$ cat src/rtl/uart_pkg.sv
// Shared types and helpers for the UART receive path.
package uart_pkg;

    typedef enum logic [2:0] {
        IDLE,
        START,
        DATA,
        PARITY,
        STOP,
        BREAK
    } rx_state_t;

    // 1 selects even parity: the parity bit makes the total count of ones even.
    localparam int unsigned PARITY_EVEN = 1;

    // Clock cycles per bit on the line.
    function automatic int unsigned baud_div(input int unsigned clk_hz, input int unsigned baud);
        return clk_hz / baud;
    endfunction

endpackage

$ cat src/rtl/uart_bit_sync.sv
// Two-flop synchronizer for a single asynchronous input bit.
module uart_bit_sync #(
    parameter logic RST_VAL = 1'b1
) (
    input  logic clk,
    input  logic rst,
    input  logic d,
    output logic q
);

    logic meta;

    // Two-stage capture; both stages reset to the line's idle level.
    always_ff @(posedge clk) begin
        if (rst) begin
            meta <= RST_VAL;
            q    <= RST_VAL;
        end else begin
            meta <= d;
            q    <= meta;
        end
    end

endmodule

$ cat src/rtl/uart_rx_frame.sv
// UART receiver: synchronizes rx_i, deframes 8N1 characters and holds each
// received byte in a single-entry valid/ready output register.
// Build option: define UART_RX_PARITY_EN for 8E1 framing with a live parity_err.
module uart_rx_frame #(
    parameter int unsigned CLK_HZ = 50_000_000,
    parameter int unsigned BAUD   = 115_200,
    parameter int unsigned DATA_W = 8
) (
    input  logic              clk,
    input  logic              rst,
    input  logic              rx_i,
    output logic              m_valid,
    input  logic              m_ready,
    output logic [DATA_W-1:0] m_data,
    output logic              frame_err,
    output logic              overrun_err,
    output logic              parity_err
);

    import uart_pkg::*;

    localparam int unsigned DIV   = baud_div(CLK_HZ, BAUD);
    localparam int unsigned HALF  = DIV / 2;
    localparam int unsigned CNT_W = $clog2(DIV);
    localparam int unsigned IDX_W = $clog2(DATA_W);

    localparam logic [CNT_W-1:0] CNT_LAST = CNT_W'(DIV - 1);
    localparam logic [CNT_W-1:0] CNT_MID  = CNT_W'(HALF - 1);
    localparam logic [IDX_W-1:0] IDX_LAST = IDX_W'(DATA_W - 1);

    logic              rx_s;
    rx_state_t         state;
    rx_state_t         state_nxt;
    logic [CNT_W-1:0]  cnt;
    logic [IDX_W-1:0]  bit_idx;
    logic [DATA_W-1:0] shreg;
    logic              state_chg;
    logic              shift_en;
    logic              deliver;
    logic              frame_hit;

    uart_bit_sync #(
        .RST_VAL (1'b1)
    ) u_sync (
        .clk (clk),
        .rst (rst),
        .d   (rx_i),
        .q   (rx_s)
    );

`ifdef UART_RX_PARITY_EN
    logic par_load;
    logic par_bad;
    logic par_exp;

    assign par_exp = (^shreg) ^ (PARITY_EVEN != 1);
`endif

    // State register.
    always_ff @(posedge clk) begin
        if (rst) begin
            state <= IDLE;
        end else begin
            state <= state_nxt;
        end
    end

    // Next-state logic and per-cycle sample strobes.
    always_comb begin
        state_nxt = state;
        shift_en  = 1'b0;
        deliver   = 1'b0;
        frame_hit = 1'b0;
`ifdef UART_RX_PARITY_EN
        par_load  = 1'b0;
`endif
        unique case (state)
            IDLE: begin
                if (!rx_s) state_nxt = START;
            end
            START: begin
                if (cnt == CNT_MID) state_nxt = rx_s ? IDLE : DATA;
            end
            DATA: begin
                if (cnt == CNT_LAST) begin
                    shift_en = 1'b1;
                    if (bit_idx == IDX_LAST) begin
`ifdef UART_RX_PARITY_EN
                        state_nxt = PARITY;
`else
                        state_nxt = STOP;
`endif
                    end
                end
            end
`ifdef UART_RX_PARITY_EN
            PARITY: begin
                if (cnt == CNT_LAST) begin
                    par_load  = 1'b1;
                    state_nxt = STOP;
                end
            end
`endif
            STOP: begin
                if (cnt == CNT_LAST) begin
                    if (rx_s) begin
                        deliver   = 1'b1;
                        state_nxt = IDLE;
                    end else begin
                        frame_hit = 1'b1;
                        state_nxt = BREAK;
                    end
                end
            end
            BREAK: begin
                if (rx_s) state_nxt = IDLE;
            end
            default: state_nxt = IDLE;
        endcase
        state_chg = (state_nxt != state);
    end

    // Baud counter: wraps every DIV cycles, restarts on every state entry.
    always_ff @(posedge clk) begin
        if (rst) begin
            cnt <= '0;
        end else if (state_chg || cnt == CNT_LAST) begin
            cnt <= '0;
        end else begin
            cnt <= cnt + 1'b1;
        end
    end

    // Bit index and LSB-first shift register.
    always_ff @(posedge clk) begin
        if (rst) begin
            bit_idx <= '0;
            shreg   <= '0;
        end else begin
            if (state_chg && state_nxt == DATA) begin
                bit_idx <= '0;
            end else if (shift_en) begin
                bit_idx <= bit_idx + 1'b1;
            end
            if (shift_en) shreg <= {rx_s, shreg[DATA_W-1:1]};
        end
    end

`ifdef UART_RX_PARITY_EN
    // Parity verdict captured mid parity bit, reported with the delivery.
    always_ff @(posedge clk) begin
        if (rst) begin
            par_bad <= 1'b0;
        end else if (par_load) begin
            par_bad <= (rx_s != par_exp);
        end
    end
`endif

    // Output register: acceptance and a new delivery can share one edge, so the
    // clear on handshake is overridden by the load below when both happen.
    always_ff @(posedge clk) begin
        if (rst) begin
            m_valid     <= 1'b0;
            m_data      <= '0;
            frame_err   <= 1'b0;
            overrun_err <= 1'b0;
`ifdef UART_RX_PARITY_EN
            parity_err  <= 1'b0;
`endif
        end else begin
            frame_err   <= frame_hit;
            overrun_err <= 1'b0;
`ifdef UART_RX_PARITY_EN
            parity_err  <= 1'b0;
`endif
            if (m_valid && m_ready) m_valid <= 1'b0;
            if (deliver) begin
                if (!m_valid || m_ready) begin
                    m_valid <= 1'b1;
                    m_data  <= shreg;
`ifdef UART_RX_PARITY_EN
                    parity_err <= par_bad;
`endif
                end else begin
                    overrun_err <= 1'b1;
                end
            end
        end
    end

`ifndef UART_RX_PARITY_EN
    assign parity_err = 1'b0;
`endif

endmodule

$ cat config.mk
export PLATFORM = sky130hd
export DESIGN_NAME = uart_rx_frame
export DESIGN_NICKNAME = d
export VERILOG_FILES = /design/src/rtl/uart_pkg.sv /design/src/rtl/uart_bit_sync.sv /design/src/rtl/uart_rx_frame.sv
export SDC_FILE = /design/constraint.sdc
export NUM_CORES = 1
export LEC_CHECK = 0
export ABC_AREA = 1
export CAP_MARGIN = 20
export CORE_MARGIN = 4
export CORE_UTILIZATION = 55
export DETAILED_ROUTE_END_ITERATION = 10
export GPL_TIMING_DRIVEN = 0
export PLACE_DENSITY = 0.73
export RECOVER_POWER = 25
export SLEW_MARGIN = 20
export SYNTH_ARGS = -nofsm -noshare
export SYNTH_HDL_FRONTEND = slang
export SYNTH_SLANG_ARGS = --single-unit
$ cat constraint.sdc
create_clock -name clk -period 1.75 [get_ports clk]
set_clock_uncertainty 0.05 [all_clocks]
set_input_delay 0.4375 -clock clk [delete_from_list [all_inputs] [get_ports clk]]
set_output_delay 0.4375 -clock clk [all_outputs]
set_load 0.05 [all_outputs]
---- After elaboration in Yosys (flattened, before gate mapping) ----
Cells that the tools add are included.
operators by class
  muxes and demuxes ....................... 19
  equal/unequal tests ..................... 9
  bitwise gates (word level) .............. 3
  $add $sub $neg .......................... 2
  reductions and logical operators ........ 11
operators with widths
  cell                                           number
  two-way mux 3 bit                              7
  one-hot mux 3 bit (5 select lines)             1
  two-way mux 1 bit                              10
  adder 9 x 1 -> 9 bit, second input constant    1
  == test 3 bit, second input constant           3
  == test 9 x 8 -> 1 bit, second input constant  1
  == test 9 bit, second input constant           1
  == test 3 x 2 -> 1 bit, second input constant  2
  OR reduction 2 bit                             3
  adder 3 x 1 -> 3 bit, second input constant    1
  == test 3 x 1 -> 1 bit, second input constant  1
  zero test 3 bit                                1
  != test 3 bit                                  1
  inverter 1 bit                                 3
  OR reduction 3 bit                             1
  logical AND 1 bit                              2
  logical OR 1 bit                               2
  two-way mux 2 bit                              1
  AND reduction 2 bit                            1
  zero test 1 bit                                1
storage, ports and cells
  logic and storage cells ................. 54
  bits of input ports ..................... 4
  register bits ........................... 36

---- Depth between registers and ports, before layout ----
  word-level depth ........................ 7
  depth in mapped cells ................... 12

---- Modules after synthesis ----
From an unflattened synthesis, not the netlist that was laid out.
second synthesis, totals
  cells, all modules ...................... 203
  area, all modules ....................... 1571.5 µm²
by module, submodules not included
  module         cells an instance  instances  area each (µm²)
  uart_rx_frame  196                1          1512.7
  uart_bit_sync  7                  1          58.8

---- Worst setup path before layout ----
OpenSTA, ideal clock, no wires.
  path kind ............................... reg-to-reg
  start point ............................. register cnt[0]
  end point ............................... register m_data[0]
  required time ........................... 1568 ps
  arrival ................................. 1437 ps
  path slack .............................. 131 ps
  clock period less this slack ............ 1619 ps
  cell stages (with the launch flop) ...... 9
  path through ............................ dfxtp_1 -> ha_1 -> nand2_1 -> nor2_2 -> nand3_2 -> nor3_4 -> nand2_2 -> nand2_1 -> a21oi_1
between the ends
  word-level cells in the longest chain between the ends .. 4
ends and longest elaborated chain
  what                           RTL line              RTL
  start: declaration             uart_rx_frame.sv:34   logic [CNT_W-1:0] cnt;
  start signal: assignment       uart_rx_frame.sv:130  cnt <= cnt + 1'b1;
  == test 9 bit                  uart_rx_frame.sv:105  if (cnt == CNT_LAST) begin
  two-way mux 1 bit              uart_rx_frame.sv:105
  two-way mux 1 bit              uart_rx_frame.sv:77   unique case (state)
  AND reduction 2 bit (no line)  n/a
  end signal: assignment         uart_rx_frame.sv:181  m_data <= shreg;
  end: declaration               uart_rx_frame.sv:14   output logic [DATA_W-1:0] m_data,
No other way between the ends.
A chain may end at the register's enable or synchronous reset.

---- Worst setup path in the final report ----
  start point ............................. register m_data[3]
  end point ............................... output port m_data[3]
No word-level cell between the ends.

==> summary.txt <==
Synthesis
  • Yosys warns: 0
  • Synth cell count leaders: 36 x dfxtp_1, 35 x nand2_1, 27 x nor2_1
  • Synth top area share: 44.5%
  • Most common flop cell mapped by yosys: dfxtp_1
  • Area leader, netlist: dfxtp_1
  • EDFF count, synth: 0
  • Post-synthesis compound-gate area fraction: 9.27%
  • Average cell area after synthesis: 7.82 µm²
  • Most frequent cell after synthesis: dfxtp_1
  • FFs w/ async S/R, synth: 0%
  • Largest family of logic cells by synthesized area: simple AND/OR/NAND/NOR gates
  • Post-Syn Nets: 216
  • Adder-cell area share of the yosys netlist: 3.86%
  • Syn Inst Count: 207
  • Register area share after synthesis: 44.5%
  • Top post-synthesis cells by area: dfxtp_1 45%, nand2_1 8.1%, nor2_1 6.3%
  • Mux contribution to synthesized area: 0%
  • Post-Synth Simple-Gate Area: 31.9%
  • Synth Cell Area: 1620 µm²
  • Synth Register Bits: 36
  • Post-synthesis xor/xnor area fraction: 4.33%
  • Distinct cell type count after synthesis: 30

Run
  • Max-Cap Viols: 0

Worst setup path
  • Max FO, Critical Path: 2
  • Critical Path Start: m_data[3]$_SDFFE_PP0P_
  • WP data arrival: 1.23 ns
  • R2r endpoint: cnt[5]$_SDFF_PP0_
  • Critical Path Sink: m_data[3]
  • Worst-path cell chain: dlygate4sd2_1
  • Worst setup path class: reg2out
  • Slowest stage cell, crit path: dlygate4sd2_1
  • Buf/Inv on CP: 1
  • Data required time of the critical path: 1.26 ns
  • Reg-to-reg startpoint: cnt[1]$_SDFF_PP0_
  • Max incr delay on CP: 0.53 ns
  • R2R setup slack: 0.06 ns
  • CP endpoint kind: output port
  • Worst setup SP type: flop
  • Cell count of the worst reg-to-reg path: 12
  • CP top delay family: buffers and inverters
  • Critical Path Stages: 1

Final layout
  • Layout cells sized above 1: 25.4%
  • Area grow syn2layout: 22.8%
  • Filler Cells Inserted: 218
  • Nets: 244
  • # diodes: 0

Timing
  • Finish-stage setup viols: 0
  • Fin crit share: 98.1%
  • Hold Fails Final Rpt: 0
  • Final max-slew violation count: 0
  • Maximum operating frequency: 583 MHz
  • Final Critical Period: 1.72 ns
  • Setup TNS: 0 ns

Detailed routing
  • DRC viols: 0
  • Pre-antenna DRT Iters: 4
  • 1st-iter DRT viols: 93
  • Vias: 1,439
  • Final WL: 3480 µm
  • WL per Instance: 13.0 µm
  • Vias per cell: 5.39
  • Antenna-violating nets left: 0

Global routing
  • Busiest grt layer: met2
  • Total global routing overflow: 0
  • GRT Overall Usage: 18.0%
  • Met3 usage: 5.05%
  • Vias in the first global route: 1,309
  • Initial antenna violation count: 0
  • Met1 Use GR: 21.7%
  • GR Layer Usage met2: 29.0%
  • First-pass GRT wire length: 5670 µm
  • Largest net degree at the start of global routing: 13

Clock tree
  • Clock transition at the registers of the reported paths: 0.11 ns
  • CTS buffer count: 5
  • Clock root cell: clkbuf_4
  • Clock latency on the worst-skew pair: 0.35 ns
  • Post-cts hold buffer count: 0
  • CTS H-tree depth: 2
  • CTS tree: done
  • CTS sink cnt: 36
  • Max clock buf depth: 2

Placement
  • Routability Congestion: 0.867
  • Post-DP HPWL: 2350 µm
  • I/O Buffers: 14

Floorplan
  • Cell Rows: 19
  • Die Area: 3880 µm²
  • Initial core utilization: 58.2%
  • Core area: 2780 µm²
  • Die W: 62.3 µm
  • Die H: 62.3 µm
  • I/O Pins: 16

Pwr
  • Pwr per Cell Area: 709 nW/µm²
  • Pwr Total: 1.41 mW
  • VDD IR max: 0.687 mV
  • Lkg Pwr: 0.819 nW

Min path
  • Worst Hold Class: reg2reg

Status
  • Status: finished clean
layout by cell type, fill, tap and decap left out, drive strengths merged:
cell type / Yosys / layout
o31ai: 1 / 1
a21oi: 14 / 14
clkbuf: 2 / 10
xor2: 6 / 6
nor3: 5 / 5
dlygate4sd3: 0 / 1
dlygate4sd2: 0 / 4
nand4: 4 / 5
clkdlybuf4s50: 0 / 2
a21boi: 1 / 1
nand2: 39 / 39
clkdlybuf4s15: 0 / 4
buf: 2 / 8
o21ai: 10 / 10
clkinv: 1 / 4
conb: 1 / 1
xnor2: 2 / 2
o211ai: 1 / 1
nand3: 16 / 16
ha: 5 / 5
or2: 2 / 2
inv: 19 / 19
nor2: 39 / 39
dfxtp: 36 / 36
a211oi: 1 / 1
where the power goes:
part           internal (mW)  total, mW  switching (mW)
combinational         0.0515      0.124          0.0727
sequential             0.830      0.842          0.0115
clock                  0.154      0.445           0.291
cell type report:
type / instances / area [µm²] / area share (%)
multi-input cells: 148 / 898 / 45.2
flip-flops and latches: 36 / 727 / 36.6
repair buffers: 20 / 169 / 8.50
inverters: 20 / 78.8 / 3.96
well taps: 31 / 38.8 / 1.95
clock buffers: 5 / 37.5 / 1.89
plain buffers: 4 / 20.0 / 1.01
clock inverters: 3 / 18.8 / 0.944
logic make-up (layout without fill, tap and decap cells):
logic type	count (synthesis)	in the layout
adders and majority gates	5	5
DFF	36	36
AOI/OAI and AO/OA	28	28
and+or+nand+nor	105	106
xor gates and xnor gates	8	8
other	1	1
buffers and inverters	24	52
through the flow:
step                      hold WS, ns  utilization (%)  area [µm²]  worst slack, ns  instances
after CTS                       0.397             67.7        1880          0.00152        262
after detailed placement        0.367             64.6        1800           -0.110        252
final                           0.389             71.5        1990           0.0335        267
after floorplan                 0.339                -        1620            0.131        207
after global routing            0.400             71.5        1990          -0.0597        267
after global placement          0.355             64.6        1800          -0.0575        252
worst min path at each step:
stage,startpoint,slack (ns),cells past startpoint,endpoint
2_1_floorplan,u_sync.meta$_SDFF_PP1_,0.34,1,u_sync.q$_SDFF_PP1_
3_3_place_gp,u_sync.meta$_SDFF_PP1_,0.35,1,u_sync.q$_SDFF_PP1_
3_5_place_dp,u_sync.meta$_SDFF_PP1_,0.37,1,u_sync.q$_SDFF_PP1_
4_1_cts,u_sync.meta$_SDFF_PP1_,0.40,1,u_sync.q$_SDFF_PP1_
5_1_grt,u_sync.meta$_SDFF_PP1_,0.40,1,u_sync.q$_SDFF_PP1_
6_report,u_sync.meta$_SDFF_PP1_,0.39,1,u_sync.q$_SDFF_PP1_
worst register-to-register path, cell delays in order, from the launching register on:
cell and delay [ns]:
dfxtp_2 0.35, inv_4 0.07, ha_4 0.14, nand2_4 0.05, nor2_4 0.13, nand2_4 0.11, nand2_2 0.08, nand3_2 0.08
nand2_1 0.08, nand2_1 0.06, nand2_2 0.13, nand4_4 0.16, nor2_2 0.14
layer usage:
metal / wire (µm) / part of all wire (%) / vias up
li1: - / - / 726
met1: 1560 / 45 / 667
met2: 1680 / 48 / 33
met3: 155 / 4.5 / 13
met4: 95 / 2.7 / 0
met5: 0 / 0 / -
timing repair:
item	in CTS	in global routing
gates cloned	1	0
gates resized for setup	18	30
buffers inserted	1	5
endpoints found under the setup margin	38	34
hold endpoints to repair	0	0
pin swaps	2	12
state kept, by name, summed over array words and instances, names as in the netlist:
| register | count |
|---|---|
| shreg | 8 |
| cnt | 9 |
| state | 3 |
| m_valid | 1 |
| u_sync.q | 1 |
| u_sync.meta | 1 |
| overrun_err | 1 |
| m_data | 8 |
| frame_err | 1 |
| bit_idx | 3 |
(Power assumes the default switching activity.)
